$ cat src/rtl/switch_count_ctrl.sv
// Switch front end for the 7-segment path: debounces four switches into press
// commands and keeps an 8-bit display value stepped manually or by a timed tick.
module switch_count_ctrl #(
  parameter int DEBOUNCE_CYCLES  = 250000,
  parameter int AUTO_TICK_CYCLES = 25000000,
  parameter int WRAP_MAX         = 255
) (
  input  logic       i_clk,
  input  logic       i_rst_n,
  input  logic       i_switch_1,
  input  logic       i_switch_2,
  input  logic       i_switch_3,
  input  logic       i_switch_4,
  output logic [7:0] o_value,
  output logic       o_update,
  output logic [1:0] o_mode
);

  localparam int DB_W = $clog2(DEBOUNCE_CYCLES);
  localparam int TK_W = $clog2(AUTO_TICK_CYCLES);
  localparam logic [DB_W-1:0] DB_LAST = DB_W'(DEBOUNCE_CYCLES - 1);
  localparam logic [TK_W-1:0] TK_LAST = TK_W'(AUTO_TICK_CYCLES - 1);
  localparam logic [7:0]      WRAP    = 8'(WRAP_MAX);

  typedef enum logic [1:0] {
    MODE_MANUAL    = 2'd0,
    MODE_AUTO_UP   = 2'd1,
    MODE_AUTO_DOWN = 2'd2
  } mode_e;

  // Bit order everywhere: [0]=increment, [1]=decrement, [2]=mode, [3]=clear
  logic [3:0] w_raw;
  logic [3:0] r_sync1;
  logic [3:0] r_sync2;
  logic [3:0] w_deb;
  logic [3:0] r_deb_d;
  logic [3:0] r_press;

  mode_e            r_mode;
  mode_e            w_mode_next;
  logic             w_auto_up;
  logic             w_auto_dn;
  logic [TK_W-1:0]  r_tick_cnt;
  logic             w_tick;
  logic [7:0]       r_value;
  logic [7:0]       w_value_next;
  logic [7:0]       w_value_inc;
  logic [7:0]       w_value_dec;
  logic             r_update;

  assign w_raw = {i_switch_4, i_switch_3, i_switch_2, i_switch_1};

  always_ff @(posedge i_clk or negedge i_rst_n) begin
    if (!i_rst_n) begin
      r_sync1 <= '0;
      r_sync2 <= '0;
      r_deb_d <= '0;
      r_press <= '0;
    end else begin
      r_sync1 <= w_raw;
      r_sync2 <= r_sync1;
      r_deb_d <= w_deb;
      r_press <= w_deb & ~r_deb_d;
    end
  end

  // A level is accepted only after DEBOUNCE_CYCLES consecutive mismatching samples
  for (genvar g = 0; g < 4; g++) begin : g_debounce
    logic [DB_W-1:0] r_cnt;
    logic            r_lvl;

    always_ff @(posedge i_clk or negedge i_rst_n) begin
      if (!i_rst_n) begin
        r_cnt <= '0;
        r_lvl <= 1'b0;
      end else if (r_sync2[g] == r_lvl) begin
        r_cnt <= '0;
      end else if (r_cnt == DB_LAST) begin
        r_cnt <= '0;
        r_lvl <= r_sync2[g];
      end else begin
        r_cnt <= r_cnt + DB_W'(1);
      end
    end

    assign w_deb[g] = r_lvl;
  end

  always_ff @(posedge i_clk or negedge i_rst_n) begin
    if (!i_rst_n) r_mode <= MODE_MANUAL;
    else          r_mode <= w_mode_next;
  end

  always_comb begin
    w_mode_next = r_mode;
    if (r_press[2]) begin
      case (r_mode)
        MODE_MANUAL:    w_mode_next = MODE_AUTO_UP;
        MODE_AUTO_UP:   w_mode_next = MODE_AUTO_DOWN;
        default:        w_mode_next = MODE_MANUAL;
      endcase
    end
  end

  always_comb begin
    o_mode    = r_mode;
    w_auto_up = (r_mode == MODE_AUTO_UP);
    w_auto_dn = (r_mode == MODE_AUTO_DOWN);
  end

  // Mode changes and clears restart the period so the first tick is a full period out
  always_ff @(posedge i_clk or negedge i_rst_n) begin
    if (!i_rst_n) begin
      r_tick_cnt <= '0;
    end else if (r_press[2] || r_press[3] || !(w_auto_up || w_auto_dn)) begin
      r_tick_cnt <= '0;
    end else if (r_tick_cnt == TK_LAST) begin
      r_tick_cnt <= '0;
    end else begin
      r_tick_cnt <= r_tick_cnt + TK_W'(1);
    end
  end

  assign w_tick      = (w_auto_up || w_auto_dn) && (r_tick_cnt == TK_LAST);
  assign w_value_inc = (r_value == WRAP) ? 8'd0 : r_value + 8'd1;
  assign w_value_dec = (r_value == 8'd0) ? WRAP : r_value - 8'd1;

  // A tick is dropped whenever any press lands in the same cycle
  always_comb begin
    w_value_next = r_value;
    if (r_press[3]) begin
      w_value_next = 8'd0;
    end else if (r_press[0] && !r_press[1]) begin
      w_value_next = w_value_inc;
    end else if (r_press[1] && !r_press[0]) begin
      w_value_next = w_value_dec;
    end else if ((r_press == 4'b0000) && w_tick) begin
      w_value_next = w_auto_up ? w_value_inc : w_value_dec;
    end
  end

  always_ff @(posedge i_clk or negedge i_rst_n) begin
    if (!i_rst_n) begin
      r_value  <= 8'd0;
      r_update <= 1'b0;
    end else begin
      r_value  <= w_value_next;
      r_update <= (w_value_next != r_value);
    end
  end

  assign o_value  = r_value;
  assign o_update = r_update;

endmodule

$ cat config.mk
export PLATFORM = sky130hd
export DESIGN_NAME = switch_count_ctrl
export DESIGN_NICKNAME = d
export VERILOG_FILES = /design/src/rtl/switch_count_ctrl.sv
export SDC_FILE = /design/constraint.sdc
export NUM_CORES = 1
export LEC_CHECK = 0
export BUFFER_PORTS_ARGS = -buffer_cell sky130_fd_sc_hd__buf_2
export CORE_UTILIZATION = 58
export CTS_BUF_LIST = sky130_fd_sc_hd__clkbuf_4 sky130_fd_sc_hd__clkbuf_8 sky130_fd_sc_hd__clkbuf_16
export CTS_CLUSTER_DIAMETER = 80
export CTS_CLUSTER_SIZE = 12
export DETAILED_ROUTE_END_ITERATION = 10
export HOLD_SLACK_MARGIN = 0.03
export PLACE_DENSITY = 0.75
export SYNTH_ARGS = -nofsm -noshare
export SYNTH_HDL_FRONTEND = slang
export SYNTH_SLANG_ARGS = --single-unit
$ cat constraint.sdc
create_clock -name i_clk -period 4.1 [get_ports i_clk]
set_input_delay 0.82 -clock i_clk [delete_from_list [all_inputs] [get_ports i_clk]]
set_output_delay 0.82 -clock i_clk [all_outputs]
set_load 0.02 [all_outputs]
After elaboration in Yosys (flattened, before gate mapping)
Index checks and enable logic that the tools add are counted.

word-level totals
  flip-flop bits (word level) = 128
  output and inout bits = 11
  logic and storage cells = 77

operators by class
  $add $sub $neg = 7
  eq/ne operators = 13
  mux-type cells = 18
  bitwise operators = 6
  reduce and logical (&&, ||, !) cells = 17

operators with widths
  cell                                               number
  two-way mux 18 bit                                 8
  adder 18 x 1 -> 18 bit (second input constant)     4
  == test 18 bit (second input constant)             4
  two-way mux 8 bit                                  7
  two-way mux 25 bit                                 2
  adder 25 x 1 -> 25 bit (second input constant)     1
  == test 25 bit (second input constant)             1
  adder 8 x 1 -> 8 bit (second input constant)       1
  == test 8 bit (second input constant)              1
  logical NOT 8 bit                                  1
  != test 8 bit                                      1
  AND reduction 2 bit                                4
  subtractor 8 x 1 -> 8 bit (second input constant)  1
  AND 4 bit                                          1
  == test 1 bit                                      4
  logical AND 1 bit                                  4
  logical NOT 4 bit                                  1
  NOT 1 bit                                          4
  NOT 4 bit                                          1
  one-hot mux 2 bit (2 select lines)                 1
  logical NOT 1 bit                                  3
  logical OR 1 bit                                   3
  == test 2 x 1 -> 1 bit (second input constant)     1
  == test 2 bit (second input constant)              1
  logical NOT 2 bit                                  1

Depth between registers and ports, before layout
  depth after elaboration = 9
  gate-level depth with buffers = 10
  gate-level depth less buffers = 8

Least setup slack after synthesis
OpenSTA, ideal clock, no wires.

  kind = reg2reg
  start = register r_value[1] (netlist: o_value[1])
  end = register r_update (netlist: o_update)
  library setup time = 124 ps
  data arrival time = 2,420 ps
  data required time = 3,976 ps
  slack = 1,556 ps
  stages on the path, launching flop included = 10
  buffers on the path = 1
  path through = dfrtp_1 > clkbuf_1 > inv_1 > ha_1 > or3b_1 > o31a_1 > o21ai_0 > mux2i_1 > and3_1 > a211o_1

on the way
  cells in the longest elaborated chain, start to end = 8
  elaborated cells on any way between the ends = 12
  those cells by class = add/sub: 2; eq/ne: 2; mux: 7; reduce/logical: 1

RTL lines
  item                                               RTL line  source
  start: declaration                                 45        logic [7:0] r_value;
  start signal: assignment                           147       r_value <= w_value_next;
  subtractor 8 x 1 -> 8 bit (tied with other cells)  126       assign w_value_dec = (r_value == 8'd0) ? WRAP : r_value - 8'd1;
  two-way mux 8 bit, on equally long branches        126, 125
  two-way mux 8 bit                                  138       w_value_next = w_auto_up ? w_value_inc : w_value_dec;
  two-way mux 8 bit                                  137       end else if ((r_press == 4'b0000) && w_tick) begin
  two-way mux 8 bit                                  135       end else if (r_press[1] && !r_press[0]) begin
  two-way mux 8 bit                                  133       end else if (r_press[0] && !r_press[1]) begin
  two-way mux 8 bit                                  131       if (r_press[3]) begin
  != test 8 bit (*)                                  148       r_update <= (w_value_next != r_value);
  end signal: assignment                             148
  end: declaration                                   49        logic r_update;

Every way passes the cells marked *; elsewhere a longest branch is shown, timed or not.
A chain may end at the register's enable or synchronous reset.

Final worst setup path
Same ends and word-level chain as after synthesis.

==> flow_metrics.py <==
metrics = {
    "sta": {
        "rsz0062_at_grt": "false",
        "final_hold_viol_count": 0,
        "setup_viol": 0,
        "relSlewSlack_pct": 47.43,
        "setup_ws_ns": 1.416,
        "slew_violations": 0,
        "fin_skew_ns": 0.007582,
        "tns_ns": 0,
        "post-route-period-util_pct": 65.46,
        "min_period_ns": 2.684,
        "fmax_ghz": 0.3726,
        "worst_pin_slew_ns": 0.7886,
    },
    "cts": {
        "clk_path_buf_depth": 2,
        "cts_setup_buffers": 0,
        "clkSinkCount": 128,
        "clk_pin_slew_ns": 0.06,
        "post_cts_resized": 0,
        "cts-root-buf": "clkbuf_16",
        "tritoncts": "yes",
        "htreeDepth": 4,
        "numCtsBuffers": 17,
        "insertion_delay_ns": 0.42,
        "cts_hold_buf": 0,
    },
    "cells_and_area": {
        "final_core_util_pct": 67.39,
        "nNetsFinal": 716,
        "drive_gt1_share_pct": 9.524,
        "area_growth_pct": 12.66,
        "fin_area_mm2": 0.007370,
        "n_antenna_cell": 0,
        "fill_cells": 868,
    },
    "place": {
        "gp_congestion": 0.8839,
        "port_buffers": 16,
        "dp_slack_ns": 1.461,
        "dpl-instance-area_mm2": 0.006708,
        "place_hpwl_mm": 8.533,
    },
    "critical_path": {
        "r2r_slack_ns": 1.42,
        "r2r_start": "o_value[1]",
        "end_kind": "flip-flop",
        "crit_fanout": 15,
        "worstPathRequired_ns": 4.40,
        "worstRegToRegCells": 8,
        "r2r-end": "o_update",
        "start_kind": "flip-flop",
        "critPathArrivalTime_ns": 2.99,
        "crit_type": "flip-flop to flip-flop",
    },
    "die": {
        "die_w_um": 108.2,
        "core.rowCount": 38,
        "start_util_pct": 59.82,
        "boundaryPins": 17,
        "die_y_um": 108.2,
        "dieArea_mm2": 0.01171,
        "design.core.area_mm2": 0.01094,
    },
    "yosys": {
        "ys_types": 54,
        "synth_ff_type": "dfrtp_1",
        "synth.area.top_cells": "dfrtp_1 (49%), nor2_1 (8.1%), xnor2_1 (7.1%), xor2_1 (5.5%), nand3_1 (3.4%)",
        "synthMostInstantiatedCell": "nor2_1",
        "ys_warn_count": 0,
        "syn_inst": 695,
        "synth_commonest_cells": "nor2_1 (142), dfrtp_1 (128), xnor2_1 (53)",
        "async_flop_share_pct": 100.0,
        "synth_edf_count": 0,
        "syn_nets": 710,
        "synth_top_area_cell": "dfrtp_1",
        "syn-mean-instance-area_um2": 9.412,
        "synth-seq-cells": 128,
        "syn_area_mm2": 0.006541,
        "synth_top_cell_area_share_pct": 48.97,
        "synth-seq-area-share_pct": 48.97,
    },
    "outcome": {
        "status": "finished clean",
    },
    "grt": {
        "grt_first_pass_wirelength_mm": 22.43,
        "grt_start_max_net_pins": 63,
        "antenna_found_initial": 0,
        "grt_usage_pct": 24.67,
        "grt-ovfl-total": 0,
        "grt_pass1_vias": 4764,
    },
    "min_path": {
        "hold_path_depth": 0,
        "hold_end": "r_sync2[2]",
        "hold_path.class": "flip-flop to flip-flop",
        "hp-start": "r_sync1[2]",
    },
    "detailed_routing": {
        "dr.pass1.iters": 5,
        "routed_via_density": 5.785,
        "drt-total-wl_mm": 13.27,
        "drcViolationCount": 0,
        "drtIter0Drc": 484,
        "vias": 4940,
        "routedWlPerCell_um": 15.54,
        "ant_nets": 0,
    },
    "power": {
        "leakage_nw": 3.132,
        "power_density_mw_per_mm2": 411.8,
        "peakVddDrop_mv": 0.3677,
    },
    "flow_run": {
        "maxCapViolCount": 0,
    },
}
state kept, by name, summed over array words and instances, names as in the netlist:
register and flops:
r_deb_d 4, o_value 8, r_sync2 4, g_debounce.r_cnt 72, g_debounce.r_lvl 4, o_mode 2
r_tick_cnt 25, r_press 4, o_update 1, r_sync1 4
worst max-delay path, stage by stage, from the launching register on:
cell and delay (ns):
dfrtp_1 0.53, inv_1 0.20, ha_1 0.28, or3b_1 0.47, o31a_1 0.28, o21ai_0 0.20, mux2i_1 0.12, and3_1 0.22
a211o_1 0.26
layout make-up:
class / instances / area [µm²] / area share (%)
Clock buffer: 19 / 452.9 / 6.146
Timing Repair Buffer: 21 / 120.1 / 1.630
Sequential cell: 128 / 3203 / 43.46
Tap cell: 140 / 175.2 / 2.377
Clock inverter: 13 / 209.0 / 2.835
Multi-Input combinational cell: 516 / 3146 / 42.68
Inverter: 17 / 63.81 / 0.8659
kinds of logic (layout without fill, tap and decap cells):
logic type,after synthesis,in the layout,share of synthesized area (%)
and+or+nand+nor,341,341,25.78
DFF,128,128,48.97
xor gates and xnor gates,94,94,12.59
AOI/OAI and AO/OA,65,65,6.829
buffers and inverters,51,70,2.946
adders and majority gates,9,9,1.722
muxes,7,7,1.167
placed cells by master (no fill, tap or decap), drive strengths merged, types with 3 or more instances in the layout:
| cell | instances |
|---|---|
| a211oi | 4 |
| a21oi | 11 |
| a221oi | 5 |
| a31oi | 3 |
| and2 | 6 |
| and3 | 15 |
| and4 | 8 |
| buf | 21 |
| bufinv | 5 |
| clkbuf | 19 |
| clkinv | 5 |
| dfrtp | 128 |
| ha | 9 |
| inv | 18 |
| mux2 | 5 |
| nand2 | 39 |
| nand2b | 6 |
| nand3 | 44 |
| nand3b | 3 |
| nand4 | 23 |
| nor2 | 142 |
| nor2b | 12 |
| nor3 | 11 |
| nor4 | 7 |
| nor4b | 5 |
| o211ai | 4 |
| o21ai | 16 |
| o221ai | 3 |
| or2 | 5 |
| or3 | 4 |
| or4 | 6 |
| xnor2 | 53 |
| xor2 | 41 |
metal layers:
layer	up-vias	global-route usage (%)	part of all wire [%]
met2	131	39.85	50
met1	2372	32.00	44
met4	0	11.74	2.3
met5	-	0	0
li1	2404	-	-
met3	33	4.822	3.9
stage by stage:
stage               instances  hold WS, ns  power, mW
global route              854       0.3594      3.112
floorplan                 695       0.3312      1.334
CTS                       854       0.3495      3.054
finish                    854       0.3474      3.034
detailed placement        822       0.3364      1.370
global placement          822       0.3362      1.367
report_power, final:
part | internal, mW | switching [mW]
combinational | 0.0140 | 0.0437
sequential | 1.28 | 0.0108
clock | 1.11 | 0.576
how the worst max path moves through the flow:
stage / start / to / slack, ns
2_1_floorplan: o_value[1] / o_update / 1.56
3_3_place_gp: o_value[1] / o_update / 1.54
3_5_place_dp: o_value[1] / o_update / 1.46
4_1_cts: o_value[1] / o_update / 1.44
5_1_grt: o_value[1] / o_value[7] / 1.23
6_report: o_value[1] / o_update / 1.42
Power figures use the tool's default switching activity.
